$ cat config.mk
export PLATFORM = sky130hd
export DESIGN_NAME = uart_tx_frame_flat
export DESIGN_NICKNAME = d
export VERILOG_FILES = /design/src/rtl/uart_pkg.sv /design/src/rtl/uart_tx_frame_if.sv /design/src/rtl/uart_baud_gen.sv /design/src/rtl/uart_tx_frame.sv /design/src/flat_wrapper.sv
export SDC_FILE = /design/constraint.sdc
export NUM_CORES = 1
export LEC_CHECK = 0
export CORE_ASPECT_RATIO = 1.4
export CORE_UTILIZATION = 57
export DETAILED_ROUTE_END_ITERATION = 6
export PLACE_DENSITY = 0.83
export SYNTH_ARGS = -nofsm -noshare
export SYNTH_HDL_FRONTEND = slang
export SYNTH_SLANG_ARGS = --single-unit
$ cat constraint.sdc
create_clock -name clk -period 3.4 [get_ports clk]
set_clock_uncertainty 0.05 [all_clocks]
set_input_delay 0.34 -clock clk [delete_from_list [all_inputs] [get_ports clk]]
set_output_delay 0.34 -clock clk [all_outputs]
set_load 0.005 [all_outputs]
$ cat src/rtl/uart_pkg.sv
// Shared UART definitions: transmitter state encoding, parity modes and a parity helper.
// Used by both the transmitter and the receiver.
package uart_pkg;

  typedef enum logic [2:0] {
    IDLE,
    START,
    DATA,
    PAR,
    STOP
  } uart_tx_state_t;

  localparam int PARITY_NONE = 0;
  localparam int PARITY_ODD  = 1;
  localparam int PARITY_EVEN = 2;

  // Word is zero-extended to 9 bits; the extra zeros do not change the XOR.
  function automatic logic parity_of(input logic [8:0] word, input int parity);
    return (^word) ^ (parity == PARITY_ODD);
  endfunction

endpackage

$ cat src/rtl/uart_tx_frame_if.sv
// Producer-side handshake and serial-line signals of the UART transmitter.
interface uart_tx_frame_if #(
  parameter int DATA_BITS = 8
);
  logic                 tx_valid;
  logic                 tx_ready;
  logic [DATA_BITS-1:0] tx_data;
  logic                 tx;
  logic                 tx_busy;
  logic                 tx_done;

  modport master (
    output tx_valid, tx_data,
    input  tx_ready, tx, tx_busy, tx_done
  );

  modport slave (
    input  tx_valid, tx_data,
    output tx_ready, tx, tx_busy, tx_done
  );
endinterface

$ cat src/rtl/uart_baud_gen.sv
// Free-running baud down-counter: bit_tick marks the last clock of each CLK_DIV-clock bit.
module uart_baud_gen #(
  parameter int CLK_DIV = 16
) (
  input  logic clk,
  input  logic rst_n,
  input  logic restart,
  output logic bit_tick
);

  localparam int             CW  = $clog2(CLK_DIV);
  localparam logic [CW-1:0]  TOP = CW'(CLK_DIV - 1);

  logic [CW-1:0] cnt_q, cnt_d;

  // Wrapping from 0 back to TOP starts the next bit with no extra clock.
  always_comb begin
    cnt_d = cnt_q;
    if (restart || cnt_q == '0) cnt_d = TOP;
    else                        cnt_d = cnt_q - 1'b1;
  end

  always_ff @(posedge clk or negedge rst_n) begin
    if (!rst_n) cnt_q <= '0;
    else        cnt_q <= cnt_d;
  end

  assign bit_tick = (cnt_q == '0);

endmodule

$ cat src/rtl/uart_tx_frame.sv
// Parametrised UART transmitter: start bit, LSB-first data, optional parity, 1 or 2 stop bits,
// with back-to-back frames accepted in the last clock of the final stop bit.
module uart_tx_frame
  import uart_pkg::*;
#(
  parameter int CLK_DIV   = 16,
  parameter int DATA_BITS = 8,
  parameter int PARITY    = 0,
  parameter int STOP_BITS = 1
) (
  input logic            clk,
  input logic            rst_n,
  uart_tx_frame_if.slave bus
);

  if (CLK_DIV < 2) begin : g_bad_div
    $error("uart_tx_frame: CLK_DIV must be >= 2");
  end
  if (DATA_BITS < 5 || DATA_BITS > 9) begin : g_bad_bits
    $error("uart_tx_frame: DATA_BITS must be 5..9");
  end
  if (PARITY < 0 || PARITY > 2) begin : g_bad_par
    $error("uart_tx_frame: PARITY must be 0, 1 or 2");
  end
  if (STOP_BITS != 1 && STOP_BITS != 2) begin : g_bad_stop
    $error("uart_tx_frame: STOP_BITS must be 1 or 2");
  end

  localparam int            BW       = $clog2(DATA_BITS + 1);
  localparam logic [BW-1:0] LAST_BIT = BW'(DATA_BITS - 1);

  uart_tx_state_t       state_q, state_d;
  logic [DATA_BITS-1:0] shift_q, shift_d;
  logic [BW-1:0]        bitcnt_q, bitcnt_d;
  logic                 stop_q, stop_d;
  logic                 par_q, par_d;
  logic                 tx_q, tx_d;
  logic                 busy_q;
  logic                 bit_tick;
  logic                 last_stop;
  logic                 ready;
  logic                 hs;

  uart_baud_gen #(.CLK_DIV(CLK_DIV)) u_baud (
    .clk      (clk),
    .rst_n    (rst_n),
    .restart  (state_q == IDLE),
    .bit_tick (bit_tick)
  );

  assign last_stop = (stop_q == 1'(STOP_BITS - 1));
  assign ready     = (state_q == IDLE) || (state_q == STOP && last_stop && bit_tick);
  assign hs        = bus.tx_valid && ready;

  always_comb begin
    state_d  = state_q;
    shift_d  = shift_q;
    bitcnt_d = bitcnt_q;
    stop_d   = stop_q;
    par_d    = par_q;
    tx_d     = tx_q;
    unique case (state_q)
      IDLE: ;
      START: begin
        if (bit_tick) begin
          state_d = DATA;
          tx_d    = shift_q[0];
        end
      end
      DATA: begin
        if (bit_tick) begin
          shift_d  = shift_q >> 1;
          bitcnt_d = bitcnt_q + 1'b1;
          if (bitcnt_q == LAST_BIT) begin
            if (PARITY != PARITY_NONE) begin
              state_d = PAR;
              tx_d    = par_q;
            end else begin
              state_d = STOP;
              stop_d  = 1'b0;
              tx_d    = 1'b1;
            end
          end else begin
            tx_d = shift_q[1];
          end
        end
      end
      PAR: begin
        if (bit_tick) begin
          state_d = STOP;
          stop_d  = 1'b0;
          tx_d    = 1'b1;
        end
      end
      STOP: begin
        if (bit_tick) begin
          if (last_stop) begin
            state_d = IDLE;
            tx_d    = 1'b1;
          end else begin
            stop_d = stop_q + 1'b1;
          end
        end
      end
      default: begin
        state_d = IDLE;
        tx_d    = 1'b1;
      end
    endcase
    // A handshake only happens in IDLE or the final stop clock; either way a new frame starts.
    if (hs) begin
      state_d  = START;
      tx_d     = 1'b0;
      shift_d  = bus.tx_data;
      par_d    = parity_of(9'(bus.tx_data), PARITY);
      bitcnt_d = '0;
    end
  end

  always_ff @(posedge clk or negedge rst_n) begin
    if (!rst_n) begin
      state_q  <= IDLE;
      shift_q  <= '0;
      bitcnt_q <= '0;
      stop_q   <= 1'b0;
      par_q    <= 1'b0;
      tx_q     <= 1'b1;
      busy_q   <= 1'b0;
    end else begin
      state_q  <= state_d;
      shift_q  <= shift_d;
      bitcnt_q <= bitcnt_d;
      stop_q   <= stop_d;
      par_q    <= par_d;
      tx_q     <= tx_d;
      busy_q   <= (state_d != IDLE);
    end
  end

  assign bus.tx       = tx_q;
  assign bus.tx_busy  = busy_q;
  assign bus.tx_ready = ready;
  assign bus.tx_done  = (state_q == STOP) && last_stop && bit_tick;

endmodule

$ cat src/flat_wrapper.sv
// flat-port wrapper written by rule: the top's interface ports become plain ports
module uart_tx_frame_flat import uart_pkg::*;
#(
  parameter int CLK_DIV   = 16,
  parameter int DATA_BITS = 8,
  parameter int PARITY    = 0,
  parameter int STOP_BITS = 1
)
  (clk, rst_n, bus_tx_valid, bus_tx_data, bus_tx_ready, bus_tx, bus_tx_busy, bus_tx_done);
  uart_tx_frame_if #(.DATA_BITS(DATA_BITS)) bus_i ();
  input logic clk;
  input logic rst_n;
  input wire logic [$bits(bus_i.tx_valid)-1:0] bus_tx_valid;
  input wire logic [$bits(bus_i.tx_data)-1:0] bus_tx_data;
  output wire logic [$bits(bus_i.tx_ready)-1:0] bus_tx_ready;
  output wire logic [$bits(bus_i.tx)-1:0] bus_tx;
  output wire logic [$bits(bus_i.tx_busy)-1:0] bus_tx_busy;
  output wire logic [$bits(bus_i.tx_done)-1:0] bus_tx_done;
  assign bus_i.tx_valid = bus_tx_valid;
  assign bus_i.tx_data = bus_tx_data;
  assign bus_tx_ready = bus_i.tx_ready;
  assign bus_tx = bus_i.tx;
  assign bus_tx_busy = bus_i.tx_busy;
  assign bus_tx_done = bus_i.tx_done;
  uart_tx_frame #(.CLK_DIV(CLK_DIV), .DATA_BITS(DATA_BITS), .PARITY(PARITY), .STOP_BITS(STOP_BITS)) u_core (.clk(clk), .rst_n(rst_n), .bus(bus_i));
endmodule
# Word level (Yosys, flattened, before mapping)
# Cells that the tools add are included.
# word_totals
regBits	22
inputBits	11
output_inout_bits	4
wordCells	69
# op_classes
add_sub_neg	3
eq_ne	15
n_mux	29
bitwise	1
reduce_logical	14
# ops
cell	n
2-to-1 mux 8 bit	3
2-to-1 mux 3 bit	7
2-to-1 mux 4 bit	4
case mux 3 bit (5 select lines)	1
2-to-1 mux 1 bit	12
!= test 3 x 1 -> 1 bit (second input constant)	4
!= test 2 x 1 -> 1 bit (second input constant)	5
equality test 3 x 2 -> 1 bit (second input constant)	2
AND reduction 6 bit	1
nonzero test 3 bit	2
case mux 1 bit (5 select lines)	1
AND reduction 5 bit	1
adder 4 x 1 -> 4 bit (second input constant)	1
equality test 4 x 3 -> 1 bit (second input constant)	1
logical NOT 4 bit	1
nonzero test 2 bit	2
subtractor 4 x 1 -> 4 bit (second input constant)	1
equality test 3 x 1 -> 1 bit (second input constant)	1
equality test 3 bit (second input constant)	1
logical AND 1 bit	3
logical NOT 3 bit	1
!= test 3 bit (second input constant)	1
case mux 1 bit (3 select lines)	1
logical OR 1 bit	2
other kinds (3)	3

# Longest topological paths before layout
# depth
word_depth	7
depth_mapped	7
mapped_depth_nobuf	6

# By module
# From an unflattened synthesis, not the netlist that was laid out.
# hier_totals
hier_cells	113
area_unflattened_um2	1107.3
# modules_own_cells
mod	instances	cells_each	area_each_um2	seq_area_each_um2
uart_tx_frame	1	97	922.1	426.7
uart_baud_gen	1	16	185.2	100.1

# Worst setup path before layout
# OpenSTA, ideal clock, no wires.
# synth_timing
kind	reg2out
start	register u_core.u_baud.cnt_q[0]
end	output port bus_tx_ready
arrival_ns	1.314
t_required_ns	3.010
slack_ns	1.696
path_stages_with_launch	6
n_path_buf	0
cell_sequence	dfrtp_1 -> inv_1 -> ha_1 -> or3b_4 -> and2_1 -> nor2_1
# synth_between
elab_chain_len	3
# synth_lines
element	line_no	rtl
start, declared	uart_baud_gen.sv:14	logic [CW-1:0] cnt_q, cnt_d;
start signal, assigned	uart_baud_gen.sv:25	else cnt_q <= cnt_d;
logical NOT 4 bit	uart_baud_gen.sv:28	assign bit_tick = (cnt_q == '0);
logical AND 1 bit	uart_tx_frame.sv:52	assign ready = (state_q == IDLE) || (state_q == STOP && last_stop && bit_tick);
logical OR 1 bit	uart_tx_frame.sv:52	
end, declared	flat_wrapper.sv:15	output wire logic [$bits(bus_i.tx_ready)-1:0] bus_tx_ready;
# Every way passes these cells.

# Worst setup path after layout
# Ends and elaborated chain as after synthesis.

==> impl_metrics.json <==
{
  "clk_pin_slew_ns": 0.11,
  "final.min_clock_period_ns": 2.60,
  "worstSetupPathType": "reg2out",
  "holdCritPathClass": "reg2reg",
  "row_count": 18,
  "synth_edf_count": 0,
  "initial_utilization_pct": 61.2,
  "syn_area_per_cell_sq_um": 10.1,
  "seq_area_frac_synth_pct": 48.4,
  "hold_viol_final": 0,
  "htree_levels": 1,
  "die_w_um": 38.9,
  "p_per_area_nw_per_um2": 669,
  "viasPerCell": 5.65,
  "detail_route.iter0.violations": 20,
  "fin_nets": 136,
  "syn2layout_area_growth_pct": 14.3,
  "start_kind": "flip-flop",
  "clock_power_share_pct": 14.3,
  "p_sw_mw": 0.294,
  "synth_cells": 108,
  "ir_drop_mv": 0.393,
  "placed_cell_area_sq_um": 1220,
  "final_cell_area_sq_um": 1240,
  "setup_violations": 0,
  "fin_cells": 142,
  "first_global_vias": 758,
  "grt_antenna_before_repair": 0,
  "clock-sinks": 21,
  "ys_ff_latch": 21,
  "p_leak_nw": 0.587,
  "coreArea_sq_um": 1780,
  "netlist_area_sq_um": 1090,
  "drt_first_pass_iters": 4,
  "synth_cell_type_count": 31,
  "worstMarginPinSlew_ns": 0.916,
  "die-area_sq_um": 2090,
  "die_h_um": 53.7,
  "ant_nets": 0,
  "synth_warnings": 0,
  "synth_fp_nets": 121,
  "grt_max_degree": 22,
  "clk_latency_ns": 0.30,
  "routed_wl_um": 1890,
  "grt_use_total_pct": 21.7,
  "worstPathRequired_ns": 3.01,
  "cts_hold_buf": 0,
  "ios": 15,
  "clockBufferDepth": 2,
  "status": "finished, final reports clean",
  "seqPwrFrac_pct": 53.3,
  "synth-main-ff-cell": "dfrtp_1",
  "crit_fanout": 6,
  "postSynth.asyncResetShare_pct": 100,
  "place_hpwl_um": 1390,
  "crit_path_end_kind": "primary output",
  "post-cts-setup-buffer-count": 0,
  "drive_gt1_share_pct": 9.84,
  "root_buffer": "clkbuf_4",
  "grt_pass1_wl_um": 3080,
  "p_int_mw": 0.539,
  "fmax_ghz": 0.385,
  "diodes": 0,
  "maxCapViolCount": 0,
  "swShare_pct": 35.3,
  "wire_per_inst_um": 13.3,
  "routed-via-count": 803,
  "cts_resized": 0,
  "pwr-share-comb_pct": 32.4,
  "drc_errors": 0,
  "gr-total-overflow": 0,
  "cts_tree": "yes",
  "dp.cells": 138,
  "rsz0062_at_grt": "false",
  "tns_ns": 0,
  "portBuffers": 14,
  "arrival_ns": 2.21,
  "gp_congestion": 0.721,
  "cts_made_buffers": 3,
  "post-route-period-util_pct": 76.3,
  "drv_slew": 0,
  "max_slew_margin_pct": 38.7
}
[power by group through the flow]
| stage | Combinational, mW | Clock, mW | Sequential (mW) |
|---|---|---|---|
| finish | 0.270 | 0.119 | 0.443 |
| global route | 0.308 | 0.133 | 0.454 |
| CTS | 0.274 | 0.122 | 0.444 |
| detailed placement | 0.272 | 0 | 0.450 |
| global placement | 0.258 | 0 | 0.443 |
| floorplan | 0.216 | 0 | 0.421 |
[worst paths after layout]
kind | startpoint | to | slack, ns | cells after the start
worst min-delay path | u_core.u_baud.cnt_q[0] | u_core.u_baud.cnt_q[0] | 0.42 | 1
min in group asynchronous | rst_n | u_core.bus.tx_busy | 0.49 | 1
worst max register to register | u_core.u_baud.cnt_q[0] | u_core.shift_q[5] | 1.23 | 5
max in group asynchronous | rst_n | u_core.u_baud.cnt_q[0] | 2.26 | 1
worst max-delay path | u_core.u_baud.cnt_q[0] | bus_tx_ready | 0.80 | 6
worst min register to register | u_core.u_baud.cnt_q[0] | u_core.u_baud.cnt_q[0] | 0.42 | 1
[final cells by class]
class / instances / area (sq um)
tap: 20 / 25.0
fill: 127 / 536
inverter: 4 / 15.0
sequential: 21 / 527
timing repair buffer: 15 / 148
clock buffer: 4 / 26.3
multi-input combinational: 78 / 503
[through the flow]
stage	worst slack, ns	power [mW]	hold slack, ns	utilization (%)
detailed placement	1.14	0.722	0.403	68.4
CTS	0.789	0.839	0.418	69.9
global placement	1.18	0.700	0.390	68.4
floorplan	1.70	0.637	-0.00559	-
finish	0.804	0.832	0.418	69.9
global route	0.711	0.894	0.427	69.9
[state kept, by name, summed over array words and instances (netlist names)]
name and cells:
u_core.shift_q 8, u_core.bitcnt_q 4, u_core.u_baud.cnt_q 4, u_core.state_q 3
u_core.bus.tx 1, u_core.bus.tx_busy 1
[kinds of logic after synthesis]
group,Yosys count,synth area share [%]
xor gates and xnor gates,5,4.02
adders and majority gates,2,2.30
and+or+nand+nor,44,21.5
DFF,21,48.4
muxes,6,5.52
buffers and inverters,9,5.40
AOI/OAI and AO/OA,21,12.9
[cell usage in the layout, fill, tap and decap left out, types with 3 or more instances in the layout]
cell,n
nor2_1,8
inv_1,4
xor2_1,3
mux2i_1,6
clkbuf_4,3
o21ai_0,10
and3_1,3
dfrtp_1,20
a21oi_1,6
nand2_1,15
nand3_1,5
clkdlybuf4s50_1,14
[layer usage]
layer  vias up  share of wire, %  global-route usage (%)
li1        395                 -                       -
met1       378                42                    23.2
met2        24                52                    39.7
met3         6               4.0                    2.48
met4         0               2.1                    12.1
met5         -                 0                       0
[synth_stat cells, types with 2 or more instances]
library cell | n | area, sq um
dfrtp_1 | 20 | 500
nand2_1 | 15 | 56.3
o21ai_0 | 10 | 50.1
nor2_1 | 8 | 30.0
a21oi_1 | 6 | 30.0
mux2i_1 | 6 | 60.1
nand3_1 | 5 | 25.0
inv_1 | 4 | 15.0
and3_1 | 3 | 18.8
buf_6 | 3 | 33.8
xor2_1 | 3 | 26.3
buf_2 | 2 | 10.0
ha_1 | 2 | 25.0
nor3_1 | 2 | 10.0
nor3b_2 | 2 | 25.0
xnor2_1 | 2 | 17.5
[worst max-delay path, cell delays in order, from the launching register on]
cell             delay [ns]
dfrtp_1                0.41
inv_1                  0.06
ha_1                   0.18
or3b_4                 0.44
and2_1                 0.21
nor2_1                 0.10
clkdlybuf4s50_1        0.50
Note: power is estimated with default switching activity, not from simulation.
